===== config.mk =====
export PLATFORM = sky130hd
export DESIGN_NAME = victim_write_buffer_flat
export DESIGN_NICKNAME = d
export VERILOG_FILES = /design/src/rtl/vwb_pkg.sv /design/src/rtl/victim_write_buffer_if.sv /design/src/rtl/vwb_store.sv /design/src/rtl/victim_write_buffer.sv /design/src/flat_wrapper.sv
export SDC_FILE = /design/constraint.sdc
export NUM_CORES = 1
export LEC_CHECK = 0
export ABC_AREA = 1
export BUFFER_PORTS_ARGS = -buffer_cell sky130_fd_sc_hd__buf_2
export CORE_AREA = 2 2 227 229
export CTS_CLUSTER_SIZE = 28
export DETAILED_ROUTE_END_ITERATION = 8
export DIE_AREA = 0 0 229 231
export PLACE_DENSITY_LB_ADDON = 0.2
export SYNTH_ARGS = -nofsm -noshare
export SYNTH_HDL_FRONTEND = slang
export SYNTH_SLANG_ARGS = --single-unit

===== constraint.sdc =====
create_clock -name clk -period 21 [get_ports clk]
set_clock_uncertainty 0.1 [all_clocks]
set_input_delay 3.15 -clock clk [delete_from_list [all_inputs] [get_ports clk]]
set_output_delay 3.15 -clock clk [all_outputs]
set_load 0.02 [all_outputs]

===== src/rtl/vwb_pkg.sv =====
// Shared types and default widths for the victim write buffer.
package vwb_pkg;

    localparam int VWB_ADDR_W = 28;
    localparam int VWB_LINE_W = 128;

    typedef enum logic [1:0] {
        IDLE   = 2'd0,
        RESP   = 2'd1,
        MREAD  = 2'd2,
        MDRAIN = 2'd3
    } vwb_state_t;

    typedef struct packed {
        logic [VWB_ADDR_W-1:0] addr;
        logic [VWB_LINE_W-1:0] data;
    } vwb_entry_t;

endpackage


===== src/rtl/victim_write_buffer_if.sv =====
// Line-granular memory port: one protocol used both upstream (cache side)
// and downstream (memory side) of the write buffer.
interface victim_write_buffer_if
    import vwb_pkg::*;
#(
    parameter int ADDR_W = VWB_ADDR_W,
    parameter int LINE_W = VWB_LINE_W
);

    logic              read;
    logic              write;
    logic [ADDR_W-1:0] addr;
    logic [LINE_W-1:0] wdata;
    logic [LINE_W-1:0] rdata;
    logic              ready;

    modport master (
        output read, write, addr, wdata,
        input  rdata, ready
    );

    modport slave (
        input  read, write, addr, wdata,
        output rdata, ready
    );

endinterface


===== src/rtl/vwb_store.sv =====
// Entry storage for the write buffer: register array with valid bits,
// parallel address lookup and head read-out.
module vwb_store
    import vwb_pkg::*;
#(
    parameter int DEPTH  = 2,
    parameter int ADDR_W = VWB_ADDR_W,
    parameter int LINE_W = VWB_LINE_W,
    localparam int PTR_W = $clog2(DEPTH)
) (
    input  logic              clk,
    input  logic              proc_reset,
    input  logic              push_i,
    input  logic [PTR_W-1:0]  push_idx_i,
    input  logic              pop_i,
    input  logic [PTR_W-1:0]  head_idx_i,
    input  logic              ovr_i,
    input  logic [PTR_W-1:0]  ovr_idx_i,
    input  logic [ADDR_W-1:0] wr_addr_i,
    input  logic [LINE_W-1:0] wr_data_i,
    input  logic [ADDR_W-1:0] lookup_addr_i,
    output logic              match_o,
    output logic [PTR_W-1:0]  match_idx_o,
    output logic [LINE_W-1:0] match_data_o,
    output logic [ADDR_W-1:0] head_addr_o,
    output logic [LINE_W-1:0] head_data_o
);

    logic [DEPTH-1:0]  valid_q;
    logic [ADDR_W-1:0] addr_q [DEPTH];
    logic [LINE_W-1:0] data_q [DEPTH];

    // Only the valid bits need clearing; stale payload is never observed.
    always_ff @(posedge clk or posedge proc_reset) begin
        if (proc_reset) begin
            valid_q <= '0;
        end else begin
            if (pop_i) begin
                valid_q[head_idx_i] <= 1'b0;
            end
            if (push_i) begin
                valid_q[push_idx_i] <= 1'b1;
            end
        end
    end

    always_ff @(posedge clk) begin
        if (push_i) begin
            addr_q[push_idx_i] <= wr_addr_i;
            data_q[push_idx_i] <= wr_data_i;
        end else if (ovr_i) begin
            data_q[ovr_idx_i] <= wr_data_i;
        end
    end

    // Writes coalesce, so at most one valid entry can hit.
    always_comb begin
        match_o     = 1'b0;
        match_idx_o = '0;
        for (int i = 0; i < DEPTH; i++) begin
            if (valid_q[i] && (addr_q[i] == lookup_addr_i)) begin
                match_o     = 1'b1;
                match_idx_o = PTR_W'(i);
            end
        end
    end

    assign match_data_o = data_q[match_idx_o];
    assign head_addr_o  = addr_q[head_idx_i];
    assign head_data_o  = data_q[head_idx_i];

endmodule


===== src/rtl/victim_write_buffer.sv =====
// Dirty-line write buffer between the data cache and main memory: absorbs
// write-backs, forwards hits to reads, and drains to memory when idle.
//
//   state  | meaning
//   IDLE   | evaluate upstream request or start a drain of the head entry
//   RESP   | cache_ready pulse; upstream request ignored this cycle
//   MREAD  | read miss outstanding downstream
//   MDRAIN | head entry being written to memory
module victim_write_buffer
    import vwb_pkg::*;
#(
    parameter int DEPTH  = 2,
    parameter int ADDR_W = VWB_ADDR_W,
    parameter int LINE_W = VWB_LINE_W
) (
    input logic                   clk,
    input logic                   proc_reset,
    victim_write_buffer_if.slave  cache,
    victim_write_buffer_if.master mem
);

    localparam int PTR_W = $clog2(DEPTH);
    localparam int CNT_W = PTR_W + 1;

    vwb_state_t        state_q;
    logic              cache_ready_q;
    logic [LINE_W-1:0] cache_rdata_q;
    logic              mem_read_q;
    logic              mem_write_q;
    logic [ADDR_W-1:0] mem_addr_q;
    logic [LINE_W-1:0] mem_wdata_q;

    logic [PTR_W-1:0]  head_q, head_d;
    logic [PTR_W-1:0]  tail_q, tail_d;
    logic [CNT_W-1:0]  count_q, count_d;

    logic              match;
    logic [PTR_W-1:0]  match_idx;
    logic [LINE_W-1:0] match_data;
    logic [ADDR_W-1:0] head_addr;
    logic [LINE_W-1:0] head_data;

    logic              in_idle;
    logic              wr_only;
    logic              full;
    logic              push;
    logic              ovr;
    logic              pop;

    assign in_idle = (state_q == IDLE);
    assign wr_only = cache.write && !cache.read;
    assign full    = (count_q == CNT_W'(DEPTH));
    assign push    = in_idle && wr_only && !match && !full;
    assign ovr     = in_idle && wr_only && match;
    assign pop     = (state_q == MDRAIN) && mem.ready;

    vwb_store #(
        .DEPTH (DEPTH),
        .ADDR_W(ADDR_W),
        .LINE_W(LINE_W)
    ) u_store (
        .clk          (clk),
        .proc_reset   (proc_reset),
        .push_i       (push),
        .push_idx_i   (tail_q),
        .pop_i        (pop),
        .head_idx_i   (head_q),
        .ovr_i        (ovr),
        .ovr_idx_i    (match_idx),
        .wr_addr_i    (cache.addr),
        .wr_data_i    (cache.wdata),
        .lookup_addr_i(cache.addr),
        .match_o      (match),
        .match_idx_o  (match_idx),
        .match_data_o (match_data),
        .head_addr_o  (head_addr),
        .head_data_o  (head_data)
    );

    always_comb begin
        head_d  = pop  ? head_q + 1'b1 : head_q;
        tail_d  = push ? tail_q + 1'b1 : tail_q;
        count_d = count_q + {{PTR_W{1'b0}}, push} - {{PTR_W{1'b0}}, pop};
    end

    always_ff @(posedge clk or posedge proc_reset) begin
        if (proc_reset) begin
            head_q  <= '0;
            tail_q  <= '0;
            count_q <= '0;
        end else begin
            head_q  <= head_d;
            tail_q  <= tail_d;
            count_q <= count_d;
        end
    end

    always_ff @(posedge clk or posedge proc_reset) begin
        if (proc_reset) begin
            state_q       <= IDLE;
            cache_ready_q <= 1'b0;
            cache_rdata_q <= '0;
            mem_read_q    <= 1'b0;
            mem_write_q   <= 1'b0;
            mem_addr_q    <= '0;
            mem_wdata_q   <= '0;
        end else begin
            cache_ready_q <= 1'b0;
            case (state_q)
                IDLE: begin
                    if (cache.read) begin
                        if (match) begin
                            cache_rdata_q <= match_data;
                            cache_ready_q <= 1'b1;
                            state_q       <= RESP;
                        end else begin
                            mem_read_q <= 1'b1;
                            mem_addr_q <= cache.addr;
                            state_q    <= MREAD;
                        end
                    end else if (cache.write && (match || !full)) begin
                        cache_ready_q <= 1'b1;
                        state_q       <= RESP;
                    end else if (cache.write || (count_q != '0)) begin
                        // Full-buffer writes stay pending and retry after this drain.
                        mem_write_q <= 1'b1;
                        mem_addr_q  <= head_addr;
                        mem_wdata_q <= head_data;
                        state_q     <= MDRAIN;
                    end
                end
                RESP: begin
                    state_q <= IDLE;
                end
                MREAD: begin
                    if (mem.ready) begin
                        cache_rdata_q <= mem.rdata;
                        cache_ready_q <= 1'b1;
                        mem_read_q    <= 1'b0;
                        state_q       <= RESP;
                    end
                end
                MDRAIN: begin
                    if (mem.ready) begin
                        mem_write_q <= 1'b0;
                        state_q     <= IDLE;
                    end
                end
                default: begin
                    state_q <= IDLE;
                end
            endcase
        end
    end

    assign cache.ready = cache_ready_q;
    assign cache.rdata = cache_rdata_q;
    assign mem.read    = mem_read_q;
    assign mem.write   = mem_write_q;
    assign mem.addr    = mem_addr_q;
    assign mem.wdata   = mem_wdata_q;

endmodule


===== src/flat_wrapper.sv =====
// flat-port wrapper written by rule: the top's interface ports become plain ports
module victim_write_buffer_flat import vwb_pkg::*;
#(
    parameter int DEPTH  = 2,
    parameter int ADDR_W = VWB_ADDR_W,
    parameter int LINE_W = VWB_LINE_W
)
  (clk, proc_reset, cache_read, cache_write, cache_addr, cache_wdata, cache_rdata, cache_ready, mem_read, mem_write, mem_addr, mem_wdata, mem_rdata, mem_ready);
  victim_write_buffer_if #(.ADDR_W(ADDR_W), .LINE_W(LINE_W)) cache_i ();
  victim_write_buffer_if #(.ADDR_W(ADDR_W), .LINE_W(LINE_W)) mem_i ();
  input logic clk;
  input logic proc_reset;
  input wire logic [$bits(cache_i.read)-1:0] cache_read;
  input wire logic [$bits(cache_i.write)-1:0] cache_write;
  input wire logic [$bits(cache_i.addr)-1:0] cache_addr;
  input wire logic [$bits(cache_i.wdata)-1:0] cache_wdata;
  output wire logic [$bits(cache_i.rdata)-1:0] cache_rdata;
  output wire logic [$bits(cache_i.ready)-1:0] cache_ready;
  output wire logic [$bits(mem_i.read)-1:0] mem_read;
  output wire logic [$bits(mem_i.write)-1:0] mem_write;
  output wire logic [$bits(mem_i.addr)-1:0] mem_addr;
  output wire logic [$bits(mem_i.wdata)-1:0] mem_wdata;
  input wire logic [$bits(mem_i.rdata)-1:0] mem_rdata;
  input wire logic [$bits(mem_i.ready)-1:0] mem_ready;
  assign cache_i.read = cache_read;
  assign cache_i.write = cache_write;
  assign cache_i.addr = cache_addr;
  assign cache_i.wdata = cache_wdata;
  assign cache_rdata = cache_i.rdata;
  assign cache_ready = cache_i.ready;
  assign mem_read = mem_i.read;
  assign mem_write = mem_i.write;
  assign mem_addr = mem_i.addr;
  assign mem_wdata = mem_i.wdata;
  assign mem_i.rdata = mem_rdata;
  assign mem_i.ready = mem_ready;
  victim_write_buffer #(.DEPTH(DEPTH), .ADDR_W(ADDR_W), .LINE_W(LINE_W)) u_core (.clk(clk), .proc_reset(proc_reset), .cache(cache_i), .mem(mem_i));
endmodule

# == Word-level counts from Yosys, hierarchy flattened ==
# Memories as Yosys holds them, arrays and structs flattened. A register that Yosys moved wholly into a read port is not among the register bits.
# Index checks and enable logic that the tools add are counted.
# totals
ff_bits,167
ramBits,312
inputBits,289
output_inout_bits,287
word_cells,115
memories,2
# mem_list
name,depth,word_bits,rd,rd_clocked_by_memory_dff,wr,line_no,text
u_core.u_store.data_q,2,128,2,1,1,vwb_store.sv:31,logic [LINE_W-1:0] data_q [DEPTH];
u_core.u_store.addr_q,2,28,3,0,1,vwb_store.sv:30,logic [ADDR_W-1:0] addr_q [DEPTH];
# classes
n_addsub,4
magnitude_cmp,4
eq_ne,17
muxes,45
bitwise_logic,5
n_reduce_logical,28
# op_table
op,n
128-bit 2-to-1 mux,4
128-bit case mux with 2 select lines,1
128-bit OR reduction,1
28-bit 2-to-1 mux,4
28-bit equality test,2
1-bit 2-to-1 mux,22
"2-bit inequality test, second input constant",9
2-bit 2-to-1 mux,8
4-bit AND reduction,4
1-bit logical AND,11
2-bit case mux with 4 select lines,1
2-bit nonzero test,4
"2-bit equality test, second input constant",3
1-bit case mux with 2 select lines,3
5-bit AND reduction,1
"1-bit by 2-bit less-than comparator with 1-bit output, second input constant",2
"4-bit inequality test, second input constant",1
1-bit logical NOT,3
3-bit AND reduction,1
"1-bit adder, second input constant",2
2-bit by 1-bit adder with 2-bit output,1
2-bit AND,1
1-bit demux with 1-bit select,2
"2-bit by 1-bit equality test with 1-bit output, second input constant",1
other kinds (8),11

# == Logic depth before layout (Yosys ltp) ==
# Gate-level depths: netlist (run 1).
# logic_depth
ltp_word,11
ltp_mapped,18
depth_no_buf,16

# == Hierarchy ==
# Synthesis (run 1) repeated with hierarchy kept, for this count alone.
# hier_totals
hier_cells,3246
hier_area_um2,27700.3
# modules_own_cells
mod,instances,cells_per_inst,area_per_inst_um2,seq_area_each_um2
vwb_store,1,1449,14151.1,9419.0
victim_write_buffer,1,1797,13549.2,7332.0

# == Least setup slack after synthesis (run 1) ==
# OpenSTA, ideal clock, no wires.
# synth_path
path_type,input to register
startpoint,input port cache_addr[27]
endpoint,memory u_core.u_store.data_q[1][0] in the netlist's numbering (enable)
setup_ns,0.618
arrival_ns,9.472
t_required_ns,20.282
path_slack_ns,10.811
path_stages,10
n_path_buf,1
path_cell_list,a21boi_0 > nand2_1 > nor2_1 > nand2_1 > nor2_1 > nand2_2 > clkbuf_1 > o21ai_0 > inv_1 > nor2_1
# synth_between
elab_chain_len,11
word_cells_on_any_way,19
classes_between,eq/ne: 2; mux: 10; reduce/logical: 7
# synth_lines
element,line_no,text
from (decl),flat_wrapper.sv:15,input wire logic [$bits(cache_i.addr)-1:0] cache_addr;
28-bit equality test,vwb_store.sv:61,if (valid_q[i] && (addr_q[i] == lookup_addr_i)) begin
1-bit logical AND,vwb_store.sv:61,
1-bit 2-to-1 mux (2 in series),vwb_store.sv:61,
1-bit logical NOT,victim_write_buffer.sv:53,assign push = in_idle && wr_only && !match && !full;
1-bit logical AND (2 in series),victim_write_buffer.sv:53,
1-bit 2-to-1 mux,vwb_store.sv:48,if (push_i) begin
1-bit 2-to-1 mux (implied by the code),vwb_store.sv:52,data_q[ovr_idx_i] <= wr_data_i;
128-bit OR reduction (no source line),--,
1-bit 2-to-1 mux (no source line),--,
to (decl),vwb_store.sv:31,
# Several ways; a longest one is shown, not always the timed one.

# == Final worst setup path (run 1) ==
# layout_path
startpoint,input port cache_addr[9]
endpoint,register u_core.mem_addr_q[4] (netlist: u_core.mem.addr[4])
# layout_between
elab_chain_len,8
word_cells_on_any_way,11
classes_between,eq/ne: 4; mux: 2; reduce/logical: 5
# layout_lines
element,line_no,text
28-bit equality test,vwb_store.sv:61,
1-bit logical AND,vwb_store.sv:61,
1-bit 2-to-1 mux,vwb_store.sv:61,
1-bit 2-to-1 mux (*),vwb_store.sv:61,
1-bit logical OR,victim_write_buffer.sv:121,end else if (cache.write && (match || !full)) begin
1-bit logical AND,victim_write_buffer.sv:121,
2-bit inequality test (no source line),--,
4-bit AND reduction (no source line) (*),--,
to (signal assigned),victim_write_buffer.sv:118,mem_addr_q <= cache.addr;
to (signal assigned),victim_write_buffer.sv:127,mem_addr_q <= head_addr;
to (decl),victim_write_buffer.sv:30,logic [ADDR_W-1:0] mem_addr_q;
# Every way passes the cells marked *; elsewhere a longest branch is shown, timed or not.
# A chain may end at the register's enable or synchronous reset.

==> impl_metrics.ini, run 1 <==
[clock_network]
cts_hold_buf = 0
cts_tree = built
path_clk_slew_ns = 0.06
clock-sinks = 607
post_cts_buffers = 0
cts-buffers-inserted = 67
insertion_delay_ns = 0.59
clockBufferDepth = 3
cts_root_buf = clkbuf_16
htreeDepth = 3
postCtsResizedCells = 0

[synthesis]
ys_seq_elements = 607
avgSynthCellArea_sq_um = 9.36
yosys_most_used_dff = edfxtp_1
synthArstFlopShare = 0.486
synth.distinct_cells = 28
netlist_instances = 2803
syn_nets = 3094
yosysWarnings = 0
synth_edf_count = 312
syn-cell-area_sq_mm = 0.0262
seq_area_frac_synth = 0.639

[floorplanning]
core_area_sq_mm = 0.0507
rows = 83
io_pins = 576
die_w_um = 229
die_area_sq_mm = 0.0529
start_util = 0.517
die_h_um = 231

[drt]
ant_nets = 0
dr.pass1.iters = 6
drcViolationCount = 0
routedWlPerCell_um = 18.5
vias = 21200
wl_um = 75000
drt_iter0_drc = 1800
viasPerCell = 5.22

[critical_path]
reg2reg_from = u_core.u_store.addr_q[1][19]
setup.worst_path.start = cache_addr[9]
path_max_fanout = 142
required_ns = 21.36
timing.reg2reg.worst_path_depth = 17
endpoint = u_core.mem.addr[4]
crit_type = in -> reg
r2r_end = u_core.mem.addr[4]
cp.arrival_ns = 8.25
cp-end-kind = flip-flop
critPathLaunchType = input port
r2r_slack_ns = 15.35

[status]
status = complete, no violations

[timing]
setup_ws_ns = 13.10
max_slew_margin = 0.217
whs_ns = 0.370
worstMarginPinSlew_ns = 1.17
setup_violations = 0
rsz0062_at_grt = false
slew_violations = 0
fmaxAchievable_ghz = 0.127
finalHoldViolations = 0
tns_ns = 0
fin_crit_sh = 0.376
period_needed_ns = 7.90

[global_routing]
grt_pass1_vias = 20100
antenna_found_initial = 34
track_usage = 0.277
grt_pass1_wl_um = 114000
gr-total-overflow = 0
grt_max_degree = 152

[layout]
final_cell_mix = 1137 x nand2_1, 575 x buf_2, 562 x o21ai_0
drive_above_1_share = 0.212
synthToLayoutAreaGrowth_pct = 20.3
instances_no_fill = 4060
layout_commonest_cell = nand2_1
nNetsFinal = 3594

[power_and_ir_drop]
p_per_area_mw_per_mm2 = 146
leakage_nw = 15.2
irDropWorstVdd_mv = 0.0924

[flow_run]
cap_violations = 0

[placement]
placed_cells = 3914
dp_hpwl_um = 49100
port_buffers = 575
pre_cts_slack_ns = 12.67
globalplace.congestion = 0.904

[min_path]
hold_path.class = reg -> reg
[final cells by class]
| class | count | area [sq um] |
|---|---|---|
| Clock buffer | 106 | 2040 |
| Sequential cell | 607 | 16800 |
| Tap cell | 680 | 851 |
| Timing Repair Buffer | 592 | 3010 |
| Inverter | 214 | 823 |
| Clock inverter | 15 | 173 |
| Antenna cell | 25 | 62.6 |
| Fill cell | 4384 | 19100 |
| Multi-Input combinational cell | 1821 | 7840 |
[Yosys cell counts, types with 4 or more instances]
cell / count / area [sq um]
buf_6: 16 / 180
edfxtp_1: 312 / 9370
nand2_1: 1137 / 4270
xnor2_1: 13 / 114
nor2_1: 35 / 131
buf_1: 7 / 26.3
buf_4: 26 / 195
nand4_1: 4 / 25.0
nand2_2: 4 / 25.0
clkbuf_1: 75 / 282
buf_2: 36 / 180
inv_2: 16 / 60.1
a31oi_1: 8 / 50.1
o22ai_1: 4 / 25.0
o21ai_0: 562 / 2810
xor2_1: 10 / 87.6
dfrtp_1: 295 / 7380
inv_1: 196 / 736
nand3_1: 33 / 165
[through the flow]
step	util	power [mW]	cell area (sq um)
after floorplan	-	2.87	26200
after global placement	0.578	3.39	29300
after detailed placement	0.578	3.44	29300
after CTS	0.621	4.63	31500
after global routing	0.622	4.86	31500
final	0.622	4.60	31500
[metal layers]
layer	vias to the layer above	GRT usage	share of wire
met2	796	0.456	0.49
met3	182	0.0688	0.077
met1	10100	0.347	0.39
li1	10100	-	-
met5	-	0	0.0018
met4	22	0.129	0.039
[worst max-delay path, cell delays in order]
cell      delay, ns
buf_2          0.12
inv_1          0.11
nand2_1        0.06
nand2_1        0.07
clkinv_1       0.05
nand2_1        0.05
nor2_1         0.04
nand2_1        0.05
nor2_1         0.09
nand2_8        0.48
buf_4          0.94
nand3_2        0.18
nand2_1        0.23
nand2_1        0.07
nand2_1        0.86
nand2_1        1.02
nand2_1        0.27
nand2_1        0.08
[registers in the layout, summed over array words and instances (netlist names)]
signal,flops
u_core.cache.rdata,128
u_core.cache.ready,1
u_core.count_q,2
u_core.head_q,1
u_core.mem.addr,28
u_core.mem.read,1
u_core.mem.wdata,128
u_core.mem.write,1
u_core.state_q,2
u_core.tail_q,1
u_core.u_store.addr_q,56
u_core.u_store.data_q,256
u_core.u_store.valid_q,2
[how the worst min path moves through the flow]
| stage | startpoint | endpoint | cells after the start |
|---|---|---|---|
| 5_1_grt | u_core.cache.rdata[96] | u_core.cache.rdata[96] | 2 |
| 4_1_cts | u_core.mem.addr[5] | u_core.mem.addr[5] | 2 |
| 6_report | u_core.cache.rdata[79] | u_core.cache.rdata[79] | 2 |
| 3_5_place_dp | u_core.mem.addr[0] | u_core.mem.addr[0] | 2 |
| 3_3_place_gp | u_core.mem.addr[20] | u_core.mem.addr[20] | 2 |
| 2_1_floorplan | u_core.u_store.valid_q[1] | u_core.u_store.valid_q[1] | 2 |
[where the power goes]
part	switching, mW	total, mW	internal, mW
Combinational	1.20	1.67	0.468
Sequential	0.168	1.75	1.58
Clock	0.467	1.18	0.715
[logic make-up (layout without fill, tap and decap cells)]
| kind of cell | count (synthesis) | after routing | share of synthesized area |
|---|---|---|---|
| xor gates and xnor gates | 23 | 23 | 0.00768 |
| and+or+nand+nor | 1218 | 1218 | 0.177 |
| buffers and inverters | 375 | 927 | 0.0641 |
| other | 0 | 25 | 0 |
| AOI/OAI and AO/OA | 578 | 578 | 0.111 |
| adders and majority gates | 2 | 2 | 0.000954 |
| DFF | 607 | 607 | 0.639 |
(Power assumes the default switching activity.)
==> inputs of run 2 (changes only) <==
--- a/config.mk
+++ b/config.mk
@@ -7,10 +7,10 @@
 export LEC_CHECK = 0
 export ABC_AREA = 1
 export BUFFER_PORTS_ARGS = -buffer_cell sky130_fd_sc_hd__buf_2
-export CORE_AREA = 2 2 227 229
+export CORE_MARGIN = 1.5
+export CORE_UTILIZATION = 55
 export CTS_CLUSTER_SIZE = 28
 export DETAILED_ROUTE_END_ITERATION = 8
-export DIE_AREA = 0 0 229 231
 export PLACE_DENSITY_LB_ADDON = 0.2
 export SYNTH_ARGS = -nofsm -noshare
 export SYNTH_HDL_FRONTEND = slang
==> constraint.sdc (replaced) <==
create_clock -name clk -period 7.92 [get_ports clk]
set_clock_uncertainty 0.1 [all_clocks]
set_input_delay 1.188 -clock clk [delete_from_list [all_inputs] [get_ports clk]]
set_output_delay 1.188 -clock clk [all_outputs]
set_load 0.02 [all_outputs]
==> run 2 against run 1 <==
  * Non-clock buffer count is 4 higher
  * Clock power is 130% higher
  * Power grew to 2.6 times the previous value
  * Count of clock-buffer cells in the layout is 24 lower
  * Sequential cell count stayed put
  * Sequential power rose to 2.7 times the previous value
  * Global-route usage increased by 2.2 points
  * Critical endpoint is now u_core.cache.rdata[39]
  * Largest power group unchanged
==> impl_metrics.ini, run 2 (synthesized netlist as in run 1, its figures left out) <==
[status]
status = complete, no violations

[drt]
vias = 21300
routedWlPerCell_um = 18.6
viasPerCell = 5.33
drt_iter0_drc = 1867
dr.pass1.iters = 6
drcViolationCount = 0
wl_um = 74400
ant_nets = 0

[placement]
dp_hpwl_um = 49500
globalplace.congestion = 0.886
placed_cells = 3845
place_area_sq_mm = 0.0292
port_buffers = 575

[min_path]
hold_path.class = reg -> reg
hold_start = u_core.mem.addr[0]

[timing]
worstMarginPinSlew_ns = 1.21
tns_ns = 0
finalHoldViolations = 0
rsz0062_at_grt = false
period_needed_ns = 4.85
max_slew_margin = 0.188
setup_violations = 0
fin_crit_sh = 0.612
slew_violations = 0
fmaxAchievable_ghz = 0.206

[clock_network]
insertion_delay_ns = 0.63
post_cts_buffers = 0
cts_root_buf = clkbuf_16
htreeDepth = 2
clockBufferDepth = 3
clock-sinks = 607
cts-buffers-inserted = 61
postCtsResizedCells = 0
cts_tree = built
cts_hold_buf = 0
path_clk_slew_ns = 0.06

[critical_path]
crit_type = in -> reg
setup.worst_path.start = cache_addr[10]
cp-end-kind = flip-flop
required_ns = 8.39
cp.arrival_ns = 5.32
critPathLaunchType = input port
reg2reg_from = u_core.u_store.addr_q[1][22]
path_max_fanout = 153

[floorplanning]
die_area_sq_mm = 0.0490
rows = 79
core_area_sq_mm = 0.0468
start_util = 0.561
die_w_um = 221
die_h_um = 221
io_pins = 576

[layout]
largest_register = u_core.u_store.data_q
drive_above_1_share = 0.212
final_cell_mix = 1137 x nand2_1, 575 x buf_2, 562 x o21ai_0
nFillCells = 3767
instances_no_fill = 3989
final-seq-area_sq_mm = 0.0168
multi_input_area_sq_mm = 0.00784
utilization = 0.668
nNetsFinal = 3592
synthToLayoutAreaGrowth_pct = 19.0
layout_commonest_cell = nand2_1
final_area_sq_mm = 0.0312
largest_register_ffs = 256

[global_routing]
grt_pass1_wl_um = 114000
met3_usage = 0.0860
grt_max_degree = 164
grt_pass1_vias = 20100
gr-total-overflow = 0
grt_use_met2 = 0.485
antenna_found_initial = 43
track_usage = 0.299
busiest_layer = met2
use_met1 = 0.370

[power_and_ir_drop]
leakage_nw = 15.1
power.switching_mw = 4.84
pwr-share-clk = 0.234
irDropWorstVdd_mv = 0.241
power_frac_seq = 0.393
p_int_mw = 7.00
pwr-share-comb = 0.373
p_per_area_mw_per_mm2 = 379
switching_share = 0.409
p_total_mw = 11.8

[flow_run]
cap_violations = 0
## run 2: cell types whose count changed in the layout (fill, tap and decap cells not counted), moves of 2 or more
cell       previous run  this run
buf_12                0         2
buf_4                17        19
clkbuf_1             24        16
clkbuf_16            73        61
clkbuf_8              9         5
clkinv_1              7        10
clkinv_2              5        14
clkinv_4              0         2
clkinv_8              0         2
diode_2              25        32
## run 2: cell type report
class                   count  area share
diodes                     32     0.00257
clock buffers              82      0.0530
clock inverters            30     0.00798
inverters                 214      0.0263
multi-input cells        1821       0.251
flip-flops and latches    607       0.537
well taps                 607      0.0243
repair buffers            596      0.0980
## run 2: power by group through the flow
stage | Sequential (mW) | Combinational [mW] | Clock, mW
floorplan | 5.49 | 2.10 | 0
global placement | 4.66 | 4.32 | 0
detailed placement | 4.69 | 4.42 | 0
CTS | 4.65 | 4.44 | 2.81
global route | 4.74 | 4.86 | 2.94
finish | 4.66 | 4.41 | 2.77
## run 2: worst paths after layout
path | end | slack, ns | depth (start not counted)
hold reg to reg | u_core.mem.addr[0] | 0.37 | 2
max in group asynchronous | u_core.mem.wdata[10] | 5.55 | 4
setup / recovery | u_core.cache.rdata[39] | 3.07 | 16
setup reg to reg | u_core.cache.rdata[39] | 3.34 | 16
min in group asynchronous | u_core.cache.rdata[93] | 0.66 | 3
hold / removal | u_core.mem.addr[0] | 0.37 | 2
## run 2: worst max-delay path: stages
cell and delay, ns:
buf_2 0.17, inv_2 0.04, nand2_1 0.05, nand2_1 0.05
nor2_1 0.13, nand3_1 0.12, nor2_1 0.31, nand2_8 0.48
nand2_2 0.28, inv_2 0.06, nand2_2 0.08, nand3_4 0.44
inv_4 1.00, buf_4 0.53, nand2_1 0.14, nand2_1 0.08
## run 2: layer usage
| layer | wire (um) | vias to the layer above |
|---|---|---|
| met5 | 141 | - |
| met4 | 2950 | 22 |
| met3 | 6360 | 170 |
| met2 | 36000 | 850 |
| met1 | 28900 | 10100 |
| li1 | - | 10100 |
## run 2: through the flow
| stage | hold WS (ns) | setup WS, ns |
|---|---|---|
| after floorplan | 0.363 | 1.81 |
| after global placement | 0.348 | 2.56 |
| after detailed placement | 0.357 | 2.45 |
| after CTS | 0.372 | 3.10 |
| after global routing | 0.386 | 2.66 |
| final | 0.370 | 3.07 |
